File: src/rtl/tft_timing_pkg.sv
// Shared timing, geometry and colour constants for the 800x480 alarm screen.
// Also holds the segment-area helper used by the pixel pipeline.
package tft_timing_pkg;

  localparam int H_ACT_START = 211;
  localparam int V_ACT_START = 23;
  localparam int H_ACT       = 800;
  localparam int V_ACT       = 480;
  localparam int H_LAST      = 1055;
  localparam int V_LAST      = 524;

  localparam int TENS_X0 = 300;
  localparam int ONES_X0 = 420;
  localparam int BOX_Y0  = 160;
  localparam int BOX_W   = 80;
  localparam int BOX_H   = 160;
  localparam int SEG_T   = 16;

  typedef logic [23:0] rgb_t;
  // Segment masks are ordered {a, b, c, d, e, f, g}, a in the MSB.
  typedef logic [6:0]  seg_mask_t;

  localparam rgb_t C_RED    = 24'hFF0000;
  localparam rgb_t C_BLACK  = 24'h000000;
  localparam rgb_t C_WHITE  = 24'hFFFFFF;
  localparam rgb_t C_GREEN  = 24'h00FF00;
  localparam rgb_t C_DKBLUE = 24'h000040;

  localparam seg_mask_t SEG_DASH = 7'b000_0001;

  typedef enum logic [1:0] {
    MODE_IDLE,
    MODE_ARMED,
    MODE_ALARM_RED,
    MODE_ALARM_DARK
  } mode_e;

  typedef struct packed {
    logic       armed;
    logic       alarm;
    logic [3:0] tens;
    logic [3:0] ones;
  } shadow_t;

  // Which segment areas a box-local pixel falls into; overlaps are intended
  // (corners belong to both the bar and the post they join).
  function automatic seg_mask_t seg_area(logic [6:0] bx, logic [7:0] by);
    logic left, right, upper;
    left  = bx < 7'(SEG_T);
    right = bx >= 7'(BOX_W - SEG_T);
    upper = by < 8'(BOX_H / 2);
    return {by < 8'(SEG_T),
            right && upper,
            right && !upper,
            by >= 8'(BOX_H - SEG_T),
            left && !upper,
            left && upper,
            (by >= 8'(BOX_H / 2 - SEG_T / 2)) && (by < 8'(BOX_H / 2 + SEG_T / 2))};
  endfunction

endpackage

File: src/rtl/seg7_decode.sv
// BCD to seven-segment mask {a..g}; non-decimal codes show a dash.
module seg7_decode
  import tft_timing_pkg::*;
(
  input  logic [3:0] bcd,
  output seg_mask_t  seg
);

  // NOTE: seg gets a value on every path (default arm), so no latch is inferred.
  always_comb begin
    seg = SEG_DASH;
    case (bcd)
      4'd0:    seg = 7'b111_1110;
      4'd1:    seg = 7'b011_0000;
      4'd2:    seg = 7'b110_1101;
      4'd3:    seg = 7'b111_1001;
      4'd4:    seg = 7'b011_0011;
      4'd5:    seg = 7'b101_1011;
      4'd6:    seg = 7'b101_1111;
      4'd7:    seg = 7'b111_0000;
      4'd8:    seg = 7'b111_1111;
      4'd9:    seg = 7'b111_1011;
      default: seg = SEG_DASH;
    endcase
  end

endmodule

File: src/rtl/alarm_screen_renderer.sv
// Two-digit seven-segment countdown over a mode-coloured background.
// Inputs are shadowed once per frame; RGB lags the counters by two clocks.
module alarm_screen_renderer
  import tft_timing_pkg::*;
#(
  parameter int BLINK_FRAMES = 30
) (
  input  logic        clk,
  input  logic        rst,
  input  logic [10:0] counter_h,
  input  logic [9:0]  counter_v,
  input  logic        disp_den,
  input  logic        armed,
  input  logic        alarm_active,
  input  logic [3:0]  digit_tens,
  input  logic [3:0]  digit_ones,
  output logic [7:0]  disp_r,
  output logic [7:0]  disp_g,
  output logic [7:0]  disp_b
);

  localparam int CNT_W = (BLINK_FRAMES > 1) ? $clog2(BLINK_FRAMES) : 1;

  shadow_t          shadow_q;
  logic [CNT_W-1:0] frame_cnt;
  logic             blink_phase;
  logic             frame_end;

  assign frame_end = (counter_h == 11'(H_LAST)) && (counter_v == 10'(V_LAST));

  // A freshly raised alarm restarts at frame 0 of the red phase, so every
  // half-period, including the first, lasts exactly BLINK_FRAMES frames.
  // NOTE: state is updated with <= so every register samples pre-edge values.
  always_ff @(posedge clk) begin
    if (rst) begin
      shadow_q    <= '0;
      frame_cnt   <= '0;
      blink_phase <= 1'b0;
    end else if (frame_end) begin
      shadow_q <= '{armed: armed, alarm: alarm_active,
                    tens: digit_tens, ones: digit_ones};
      if (!alarm_active || !shadow_q.alarm) begin
        frame_cnt   <= '0;
        blink_phase <= 1'b0;
      end else if (frame_cnt == CNT_W'(BLINK_FRAMES - 1)) begin
        frame_cnt   <= '0;
        blink_phase <= ~blink_phase;
      end else begin
        frame_cnt <= frame_cnt + 1'b1;
      end
    end
  end

  seg_mask_t seg_tens, seg_ones;

  seg7_decode u_dec_tens (.bcd(shadow_q.tens), .seg(seg_tens));
  seg7_decode u_dec_ones (.bcd(shadow_q.ones), .seg(seg_ones));

  // Stage 0: coordinates and box membership. Offsets wrap when the pixel is
  // left of / above an origin, so a single unsigned compare bounds each range.
  logic [10:0] h_off;
  logic [9:0]  v_off, x, tx, ox;
  logic [8:0]  y, by_full;
  logic        active, y_in_box, in_tens, in_ones;
  logic [6:0]  bx;
  logic [7:0]  by;

  always_comb begin
    h_off    = counter_h - 11'(H_ACT_START);
    v_off    = counter_v - 10'(V_ACT_START);
    active   = (counter_h >= 11'(H_ACT_START)) && (h_off < 11'(H_ACT)) &&
               (counter_v >= 10'(V_ACT_START)) && (v_off < 10'(V_ACT));
    x        = h_off[9:0];
    y        = v_off[8:0];
    tx       = x - 10'(TENS_X0);
    ox       = x - 10'(ONES_X0);
    by_full  = y - 9'(BOX_Y0);
    y_in_box = by_full < 9'(BOX_H);
    in_tens  = active && y_in_box && (tx < 10'(BOX_W));
    in_ones  = active && y_in_box && (ox < 10'(BOX_W));
    bx       = in_tens ? tx[6:0] : ox[6:0];
    by       = by_full[7:0];
  end

  logic       s1_active, s1_in_tens, s1_in_ones;
  logic [6:0] s1_bx;
  logic [7:0] s1_by;

  always_ff @(posedge clk) begin
    if (rst) begin
      s1_active  <= 1'b0;
      s1_in_tens <= 1'b0;
      s1_in_ones <= 1'b0;
      s1_bx      <= '0;
      s1_by      <= '0;
    end else begin
      s1_active  <= active;
      s1_in_tens <= in_tens;
      s1_in_ones <= in_ones;
      s1_bx      <= bx;
      s1_by      <= by;
    end
  end

  // Stage 1 -> 2: colour select from the shadowed mode and lit segments.
  mode_e mode;
  rgb_t  bg, fg, pix;
  logic  lit;

  always_comb begin
    mode = MODE_IDLE;
    if (shadow_q.alarm) mode = blink_phase ? MODE_ALARM_DARK : MODE_ALARM_RED;
    else if (shadow_q.armed) mode = MODE_ARMED;

    bg = C_BLACK;
    fg = C_WHITE;
    case (mode)
      MODE_ALARM_RED:  bg = C_RED;
      MODE_ARMED: begin
        bg = C_DKBLUE;
        fg = C_GREEN;
      end
      default: ;
    endcase

    lit = (s1_in_tens || s1_in_ones) &&
          |(seg_area(s1_bx, s1_by) & (s1_in_tens ? seg_tens : seg_ones));
    pix = !s1_active ? C_BLACK : (lit ? fg : bg);
  end

  always_ff @(posedge clk) begin
    if (rst) {disp_r, disp_g, disp_b} <= '0;
    else     {disp_r, disp_g, disp_b} <= pix;
  end

  // disp_den carries the controller's own two-cycle alignment; lit pixels
  // outside it would mean the pipeline depth has drifted.
  rgb_inside_den: assert property (@(posedge clk) disable iff (rst)
    ({disp_r, disp_g, disp_b} != 24'd0) |-> disp_den);

endmodule

File: config.mk
export PLATFORM = sky130hd
export DESIGN_NAME = alarm_screen_renderer
export DESIGN_NICKNAME = d
export VERILOG_FILES = /design/src/rtl/tft_timing_pkg.sv /design/src/rtl/seg7_decode.sv /design/src/rtl/alarm_screen_renderer.sv
export SDC_FILE = /design/constraint.sdc
export NUM_CORES = 1
export LEC_CHECK = 0
export ABC_AREA = 1
export ABC_CLOCK_PERIOD_IN_PS = 2900
export CAP_MARGIN = 20
export CORE_MARGIN = 2
export CORE_UTILIZATION = 41
export DETAILED_ROUTE_END_ITERATION = 6
export PLACE_DENSITY_LB_ADDON = 0.25
export SLEW_MARGIN = 20
export SYNTH_ARGS = -nofsm -noshare
export SYNTH_HDL_FRONTEND = slang
export SYNTH_SLANG_ARGS = --single-unit
File: constraint.sdc
create_clock -name clk -period 2.9 [get_ports clk]
set_clock_uncertainty 0.05 [all_clocks]
set_input_delay 0.58 -clock clk [delete_from_list [all_inputs] [get_ports clk]]
set_output_delay 0.58 -clock clk [all_outputs]
set_load 0.05 [all_outputs]
# Yosys cells after proc, flatten, opt, wreduce, memory -nomap -nowiden
# Memories as Yosys holds them, arrays and structs flattened. A register that Yosys moved wholly into a read port is not among the register bits.
# Index checks and enable logic that the tools add are counted.
# classes
n_mux	16
n_reduce_logical	22
n_bitwise	3
n_eq_ne	5
add_sub_neg	6
magnitude_cmp	14
# ops
op	n
24-bit 2-to-1 mux	2
24-bit case mux with 2 select lines	1
10-bit by 7-bit less-than comparator with 1-bit output (second input constant)	2
10-bit by 9-bit subtractor with 10-bit output (second input constant)	2
8-bit by 7-bit less-than comparator with 1-bit output (second input constant)	2
4-bit 2-to-1 mux	4
7-bit 2-to-1 mux	2
1-bit logical AND	13
11-bit equality test (second input constant)	1
11-bit by 8-bit >= comparator with 1-bit output (second input constant)	1
11-bit by 10-bit less-than comparator with 1-bit output (second input constant)	1
11-bit by 8-bit subtractor with 11-bit output (second input constant)	1
10-bit equality test (second input constant)	1
10-bit by 5-bit >= comparator with 1-bit output (second input constant)	1
10-bit by 9-bit less-than comparator with 1-bit output (second input constant)	1
5-bit 2-to-1 mux	2
10-bit by 5-bit subtractor with 10-bit output (second input constant)	1
9-bit by 8-bit less-than comparator with 1-bit output (second input constant)	1
9-bit by 8-bit subtractor with 9-bit output (second input constant)	1
8-bit by 7-bit >= comparator with 1-bit output (second input constant)	1
8-bit >= comparator (second input constant)	1
8-bit by 5-bit less-than comparator with 1-bit output (second input constant)	1
7-bit AND	1
7-bit >= comparator (second input constant)	1
other kinds (14)	21
# word_totals
word_cells	82
memories	2
rom_bits	224
in_bits	34
out_inout_bits	24
reg_bits	58
# memory_table
name	depth	width	rd	rd_ports_with_merged_regs	write_ports	line	source
(no name shown)	16	7	1	1	0	seg7_decode.sv:12	case (bcd)
(no name shown)	16	7	1	1	0	seg7_decode.sv:12	

# Depth between registers and ports, before layout
# logic_depth
ltp_word	8
mapped_depth	17
depth_no_buf	17

# Cells and area by module
# A second synthesis with hierarchy kept.
# unflattened
hier_cells	473
area_unflattened_um2	2839.0
# by_module_without_submodules
module	seq_area_each_um2	cells_each	instances	area_per_inst_um2
alarm_screen_renderer	620.6	393	1	2413.6
seg7_decode	0.0	40	2	212.7

# Least setup slack after synthesis
# OpenSTA, ideal clock, no wires.
# synth_path
path_kind	input -> register
startpoint	input counter_v[0]
endpoint	register, netlist name u_dec_ones.seg[3]
t_required_ns	2.736
stages	15
arrival_time_ns	2.294
path_slack_ns	0.441
n_path_buf	1
setup_ns	0.114
path_cell_list	inv_1 ha_1 inv_1 nor4_4 nand2_2 inv_2 buf_6 nor2_1 nor2_1 inv_1 ha_1 nand2_1 nand2_1 nand2_1 nand2_1
# synth_between
elab_chain_len	4
# synth_rtl
item	line	source
start: declaration	alarm_screen_renderer.sv:11	input logic [9:0] counter_v,
10-bit equality test	alarm_screen_renderer.sv:29	assign frame_end = (counter_h == 11'(H_LAST)) && (counter_v == 10'(V_LAST));
1-bit logical AND	alarm_screen_renderer.sv:29	
4-bit 2-to-1 mux (no source line) (2 in a row)	-	
# Every way passes these cells.
# A chain may end at the register's enable or synchronous reset.

# Final worst setup path
# layout_path
startpoint	input counter_v[0]
endpoint	register s1_bx[4]
# layout_between
elab_chain_len	6
word_cells_on_any_way	10
classes_between	add/sub (2); order compare (3); mux (1); reduce/logical (4)
# layout_rtl
item	line	source
10-bit by 5-bit subtractor with 10-bit output / 10-bit by 5-bit >= comparator with 1-bit output (equally long branches)	alarm_screen_renderer.sv:70, alarm_screen_renderer.sv:72	
9-bit by 8-bit subtractor with 9-bit output (tied with other cells)	alarm_screen_renderer.sv:77	by_full = y - 9'(BOX_Y0);
9-bit by 8-bit less-than comparator with 1-bit output / 1-bit logical AND (equally long branches)	alarm_screen_renderer.sv:78, alarm_screen_renderer.sv:72	
1-bit logical AND * (2 in a row)	alarm_screen_renderer.sv:79	in_tens = active && y_in_box && (tx < 10'(BOX_W));
7-bit 2-to-1 mux *	alarm_screen_renderer.sv:81	bx = in_tens ? tx[6:0] : ox[6:0];
end signal: assignment	alarm_screen_renderer.sv:94	s1_bx <= '0;
end signal: assignment	alarm_screen_renderer.sv:100	s1_bx <= bx;
end: declaration	alarm_screen_renderer.sv:86	logic [6:0] s1_bx;
# Mark *: on every way between the ends. The rest lies on a longest branch, timed or not.

==> results.json <==
{
  "outcome": "completed",
  "p_clk_frac": 0.287,
  "grt_pass1_wl_um": 11450,
  "hold_depth": 2,
  "max-slew-margin-rel": 0.6621,
  "rows": 32,
  "antenna_left": 0,
  "synthCells": 493,
  "p_leak_uw": 0.001995,
  "wire_per_inst_um": 9.983,
  "track_usage": 0.1601,
  "cts_tree": "built",
  "syn-num-nets": 548,
  "grtUsageMet3": 0.02848,
  "finalNonFillerCells": 663,
  "clkTransAtPathRegs_ns": 0.08,
  "post-route-period-util": 0.9213,
  "end_kind": "flop",
  "fin_nets": 616,
  "async_flop_share": 0,
  "dp.final_hpwl_um": 5491,
  "rsz0062_at_grt": "no",
  "reg2reg_to": "disp_r[6]",
  "synth_flop_cell": "dfxtp_1",
  "placed_area_um2": 3945,
  "max_freq_ghz": 0.3743,
  "ctsResizeCount": 0,
  "synth_top_area_share": 0.2807,
  "crit_fanout": 5,
  "layout_common_cells": "nand2_1, inv_1, clkdlybuf4s50_1",
  "yosysWarningCount": 0,
  "cp-start-kind": "input port",
  "vdd_drop_max_uv": 239.8,
  "start_util": 0.4197,
  "routed_via_density": 4.624,
  "drive_gt1_frac": 0.1266,
  "cp.arrival_ns": 2.81,
  "required_ns": 3.04,
  "crit_type": "input port to flop",
  "syn_area_per_cell_um2": 6.510,
  "post-place-cells": 656,
  "r2r_start": "s1_in_tens",
  "synth.largest_area_cell": "dfxtp_1",
  "htreeDepth": 2,
  "fin_util": 0.5272,
  "slew_violations": 0,
  "met1_usage": 0.2084,
  "hold_path_class": "flop to flop",
  "clockBufferDepth": 2,
  "clk_latency_ns": 0.29,
  "p_per_area_nw_per_um2": 325.9,
  "postCtsSetupRepairBufs": 0,
  "r2r_cells": 7,
  "hold_end": "frame_cnt[2]",
  "synth_cell_types": 40,
  "yosysSeqAreaShare": 0.2807,
  "pwr-share-comb": 0.229,
  "synth-edff-count": 0,
  "hold-worst-slack_ns": 0.4260,
  "nFillCells": 752,
  "cts_hold_buf": 0,
  "cts-root-buf": "clkbuf_8",
  "routed_wl_um": 6619,
  "portBuffers": 56,
  "grt_overflow_total": 0,
  "first_global_vias": 2763,
  "clock-sinks": 45,
  "rrSetupSlack_ns": 1.17,
  "synthTopCellsByArea": "dfxtp_1, nand2_1, ha_1",
  "tightest_slew_ns": 0.5052,
  "synthesis.area_um2": 3209,
  "swShare": 0.2775,
  "busiest_layer": "met2",
  "internal_power_uw": 949.2,
  "vias": 3066,
  "first_pass_iters": 4,
  "design_area_um2": 4031,
  "max_cap_violations": 0,
  "grt_max_degree": 13,
  "core_area_um2": 7647,
  "setup_tns_ns": 0,
  "period_minus_slack_ns": 2.672,
  "syn2layout_area_growth_pct": 25.61,
  "final_common_cell": "nand2_1",
  "hold_viol": 0,
  "setup_violations": 0,
  "gp_congestion": 0.9245,
  "p_sw_uw": 364.6,
  "drtIter0Drc": 122,
  "antennaDiodeCount": 0,
  "fp.dieW_um": 92.48,
  "gr-usage-met2": 0.2804,
  "seq_power_share": 0.484,
  "numCtsBuffers": 5,
  "drc_errors": 0,
  "die_h_um": 92.48,
  "min-delay-start": "frame_cnt[2]",
  "antenna_found_initial": 0,
  "ios": 58,
  "synth_seq_cells": 45,
  "dieArea_um2": 8552
}
==> sequential cells by signal (all words and copies together), names as in the netlist <==
| name | cells |
|---|---|
| s1_bx | 3 |
| u_dec_ones.seg | 7 |
| frame_cnt | 5 |
| s1_in_ones | 1 |
| disp_b | 2 |
| s1_in_tens | 1 |
| disp_r | 1 |
| s1_by | 5 |
| shadow_q | 10 |
| u_dec_tens.seg | 7 |
| s1_active | 1 |
| blink_phase | 1 |
| disp_g | 1 |
==> through the flow <==
| stage | power (µW) | setup WS [ns] |
|---|---|---|
| 2_1_floorplan | 831.1 | 0.4415 |
| 3_3_place_gp | 942.5 | -0.02532 |
| 3_5_place_dp | 948.8 | -0.06871 |
| 4_1_cts | 1329 | 0.2368 |
| 5_1_grt | 1396 | 0.01242 |
| 6_report | 1314 | 0.2282 |
==> routing by layer <==
layer | up-vias | part of all wire | wire (µm)
met4 | 0 | 0.0066 | 44
li1 | 1657 | - | -
met5 | - | 0 | 0
met2 | 71 | 0.46 | 3038
met1 | 1332 | 0.49 | 3217
met3 | 6 | 0.048 | 319
==> how the worst max path moves through the flow <==
stage,startpoint,end,cells past startpoint
4_1_cts,counter_v[0],u_dec_ones.seg[3],14
3_3_place_gp,counter_h[0],u_dec_tens.seg[1],14
2_1_floorplan,counter_v[0],u_dec_ones.seg[3],15
6_report,counter_v[0],s1_bx[4],18
3_5_place_dp,counter_v[0],s1_bx[4],18
5_1_grt,counter_v[0],s1_bx[4],19
==> synth_stat cells, types with 2 or more instances <==
| library cell | number |
|---|---|
| nand2_1 | 152 |
| inv_1 | 63 |
| nor2_1 | 53 |
| dfxtp_1 | 45 |
| nand3_1 | 41 |
| buf_4 | 21 |
| ha_1 | 21 |
| o21ai_0 | 12 |
| a21oi_1 | 10 |
| nand4_1 | 6 |
| nor3_1 | 6 |
| nand2_2 | 5 |
| nor2_2 | 5 |
| inv_2 | 4 |
| o21ai_2 | 4 |
| xor2_1 | 4 |
| clkbuf_1 | 3 |
| nand3_2 | 3 |
| o211ai_1 | 3 |
| or2_2 | 3 |
| xnor2_1 | 3 |
| a211oi_1 | 2 |
| a31oi_1 | 2 |
| clkinv_2 | 2 |
| nand3_4 | 2 |
| nand3b_1 | 2 |
| nor2_4 | 2 |
| or2_1 | 2 |
==> cell type report <==
type                       count  area [µm²]  area share
tap                          102       127.6     0.03166
multi-input combinational    353        1862      0.4618
sequential                    45       900.9      0.2235
clock buffer                   7       86.33     0.02142
inverter                      69       261.5     0.06487
timing repair buffer          87       793.3      0.1968
==> cell families after synthesis <==
family / synth area share
AND/OR/NAND/NOR: 0.4039
adder cells (fa/ha/maj): 0.08187
XOR/XNOR: 0.01910
AO/OA/AOI/OAI: 0.07524
buffers and inverters: 0.1392
flip-flops: 0.2807
==> worst max-delay path, cell delays in order <==
cell and delay (ns):
clkdlybuf4s50_1 0.42, buf_4 0.15, ha_1 0.19, nand2_1 0.06
nand2_1 0.06, nand2_1 0.15, nand2_1 0.09, nand2_1 0.07
nand2_1 0.07, ha_1 0.21, inv_1 0.05, nand2_1 0.06
nand3b_1 0.08, nand3_1 0.17, nor2_4 0.17, nand2_1 0.08
nor2_1 0.09, nor2_1 0.05
==> power groups by stage <==
stage	Sequential [µW]	Combinational [µW]	Clock [µW]
detailed placement	650	299	0
CTS	635	300	393
global route	637	341	418
global placement	650	293	0
floorplan	648	183	0
finish	636	301	377
No activity file was read; power rests on OpenSTA's default activity.
==> edit: new RTL, config.mk and constraints unchanged <==
Put a register stage on the output `disp_r`, cleared by the reset. The value now appears one clock later. The other outputs are not delayed to match.
--- a/src/rtl/alarm_screen_renderer.sv
+++ b/src/rtl/alarm_screen_renderer.sv
@@ -20,6 +20,8 @@
 );
 
   localparam int CNT_W = (BLINK_FRAMES > 1) ? $clog2(BLINK_FRAMES) : 1;
+
+  logic [7:0] disp_r_d;
 
   shadow_t          shadow_q;
   logic [CNT_W-1:0] frame_cnt;
@@ -129,14 +131,22 @@
   end
 
   always_ff @(posedge clk) begin
-    if (rst) {disp_r, disp_g, disp_b} <= '0;
-    else     {disp_r, disp_g, disp_b} <= pix;
+    if (rst) {disp_r_d, disp_g, disp_b} <= '0;
+    else     {disp_r_d, disp_g, disp_b} <= pix;
   end
 
   // disp_den carries the controller's own two-cycle alignment; lit pixels
   // outside it would mean the pipeline depth has drifted.
   rgb_inside_den: assert property (@(posedge clk) disable iff (rst)
-    ({disp_r, disp_g, disp_b} != 24'd0) |-> disp_den);
+    ({disp_r_d, disp_g, disp_b} != 24'd0) |-> disp_den);
+
+  always_ff @(posedge clk) begin
+    if (rst) begin
+      disp_r <= '0;
+    end else begin
+      disp_r <= disp_r_d;
+    end
+  end
 
 endmodule
 
Behaviour: not the same (a bounded check fails within 4 cycles, from zero or initial values and one cycle with rst high).
==> edit against the unedited design <==
- area after synthesis increased by 0.16%
- critical path depth decreased by 2
- final area increased by 0.87%
- setup slack improved by 0.10 ns
- die area increased by 0.14%
- total power increased by 8.5%
- clock power increased by 26%
- sequential cell count increased by 1
- wire length increased by 4.5%
- via count decreased by 0.33%
- critical endpoint unchanged
- highest routed layer unchanged
==> edit: results (changes against the unedited design) <==
STA
  • Worst-margin pin slew: 0.506 ns (+0.000590 ns)
  • Final Cycle Share: 88.6% (-3.6 points)

GRT
  • Met3 Usage GRT: 2.60% (-0.24 points)
  • Largest net degree at the start of global routing: 14 (+1)
  • Total GRT Usage: 16.8% (+0.80 points)
  • GRT met1 Usage: 21.2% (+0.41 points)
  • First-pass GRT wire length: 11.9 mm (+3.7%)
  • Met2 Use GR: 30.2% (+2.1 points)

Yosys
  • Post-Synth Adder-Cell Area: 8.17% (-0.013 points)
  • Syn_area_per_cell: 6.59 um^2 (+1.2%)
  • Mux cell area share after synthesis: 0.311% (+0.31 points)
  • Post-Synth XOR/XNOR Area: 1.09% (-0.82 points)
  • Synth Area in Compound Gates: 6.42% (-1.1 points)
  • Seq/Total Area, Yosys: 28.6% (+0.58 points)
  • List of most frequent post-synthesis cells: nand2_1 (141), nor2_1 (53), inv_1 (50)
  • Synth top area cells: dfxtp_1 (29%), nand2_1 (16%), ha_1 (8.2%)

Layout
  • Non-filler cells, final: 658 (-0.75%)
  • Share of post-route cells with drive strength above 1: 15.5% (+2.8 points)
  • Final nets: 611 (-0.81%)

Hold path
  • Hold path start: disp_r_d[6]

CTS
  • Clock transition at path regs: 0.08 ns (about the same)
  • Clock latency on the worst-skew pair: 0.29 ns (about the same)

Worst setup path
  • Worst r2r dst: disp_b[6]
  • Worst setup startpoint: counter_h[0]
  • Reg2reg setup slack: 1.02 ns (-0.15 ns)
  • Worst Reg2Reg Path Length in Cells: 9 (+2)

Route
  • Vias per cell: 4.64 (+0.43%)
  • Iter 0 DRT Violations: 137 (+12%)

Place
  • HPWL after DPL: 5.76 mm (+4.8%)
  • Dpl cells: 651 (-0.76%)
  • Place WS: 0.0138 ns (+0.0826 ns)

Power
  • Sw Share: 26.4% (-1.3 points)
  • Static leakage: 2.00 nW (about the same)

Status
  • Status: finished clean
[edit: cell types whose count changed after synthesis, moves of 2 or more]
cell / change
clkinv_2: -2
inv_1: -13
inv_2: +9
nand2_1: -11
nand2_2: +10
o21ai_1: +7
o21ai_2: -4
o22ai_1: +2
xnor2_1: -2
[edit: power by group through the flow]
stage	clock network, W	logic [W]	registers, W
6_report	0.000475	0.000301	0.000649
5_1_grt	0.000509	0.000338	0.000650
4_1_cts	0.000484	0.000302	0.000649
3_5_place_dp	0	0.000300	0.000663
3_3_place_gp	0	0.000294	0.000663
2_1_floorplan	0	0.000189	0.000662
[edit: final cells by class]
type	instances	area, um^2	share of cell area [%]
inverters	65	246	6.06
well taps	102	128	3.14
clock buffers	6	82.6	2.03
flip-flops and latches	46	921	22.6
multi-input cells	351	1870	45.9
repair buffers	87	793	19.5
clock inverters	1	30.0	0.738
[edit: logic make-up (layout without fill, tap and decap cells)]
| kind of cell | after synthesis | count (layout) |
|---|---|---|
| compound gates | 38 | 38 |
| xor+xnor | 4 | 4 |
| mux | 1 | 1 |
| flops | 46 | 46 |
| simple gates | 287 | 287 |
| fa+ha+maj | 21 | 21 |
| buf+inv | 91 | 159 |
[edit: per-layer routing]
layer | vias up | share of wire, %
met2 | 82 | 46
met1 | 1324 | 47
met4 | 0 | 0.69
met5 | - | 0
met3 | 4 | 6.1
li1 | 1646 | -
[edit: stage by stage]
stage | utilization, % | hold WS (ns) | power (W)
after floorplan | - | 0.338 | 0.000851
after global placement | 51.7 | 0.341 | 0.000957
after detailed placement | 51.7 | 0.342 | 0.000963
after CTS | 53.2 | 0.354 | 0.00143
after global routing | 53.2 | 0.379 | 0.00150
final | 53.2 | 0.353 | 0.00142
[edit: worst min path at each step]
stage | slack, ns | cells past startpoint | endpoint
5_1_grt | 0.38 | 2 | disp_r[6]
3_3_place_gp | 0.34 | 2 | disp_r[6]
4_1_cts | 0.35 | 2 | disp_r[6]
6_report | 0.35 | 2 | disp_r[6]
2_1_floorplan | 0.34 | 2 | disp_r[6]
3_5_place_dp | 0.34 | 2 | disp_r[6]
[edit: worst min-delay path: stages (launching register included)]
cell and delay (ns):
dfxtp_1 0.30, inv_1 0.04, nor2_1 0.03
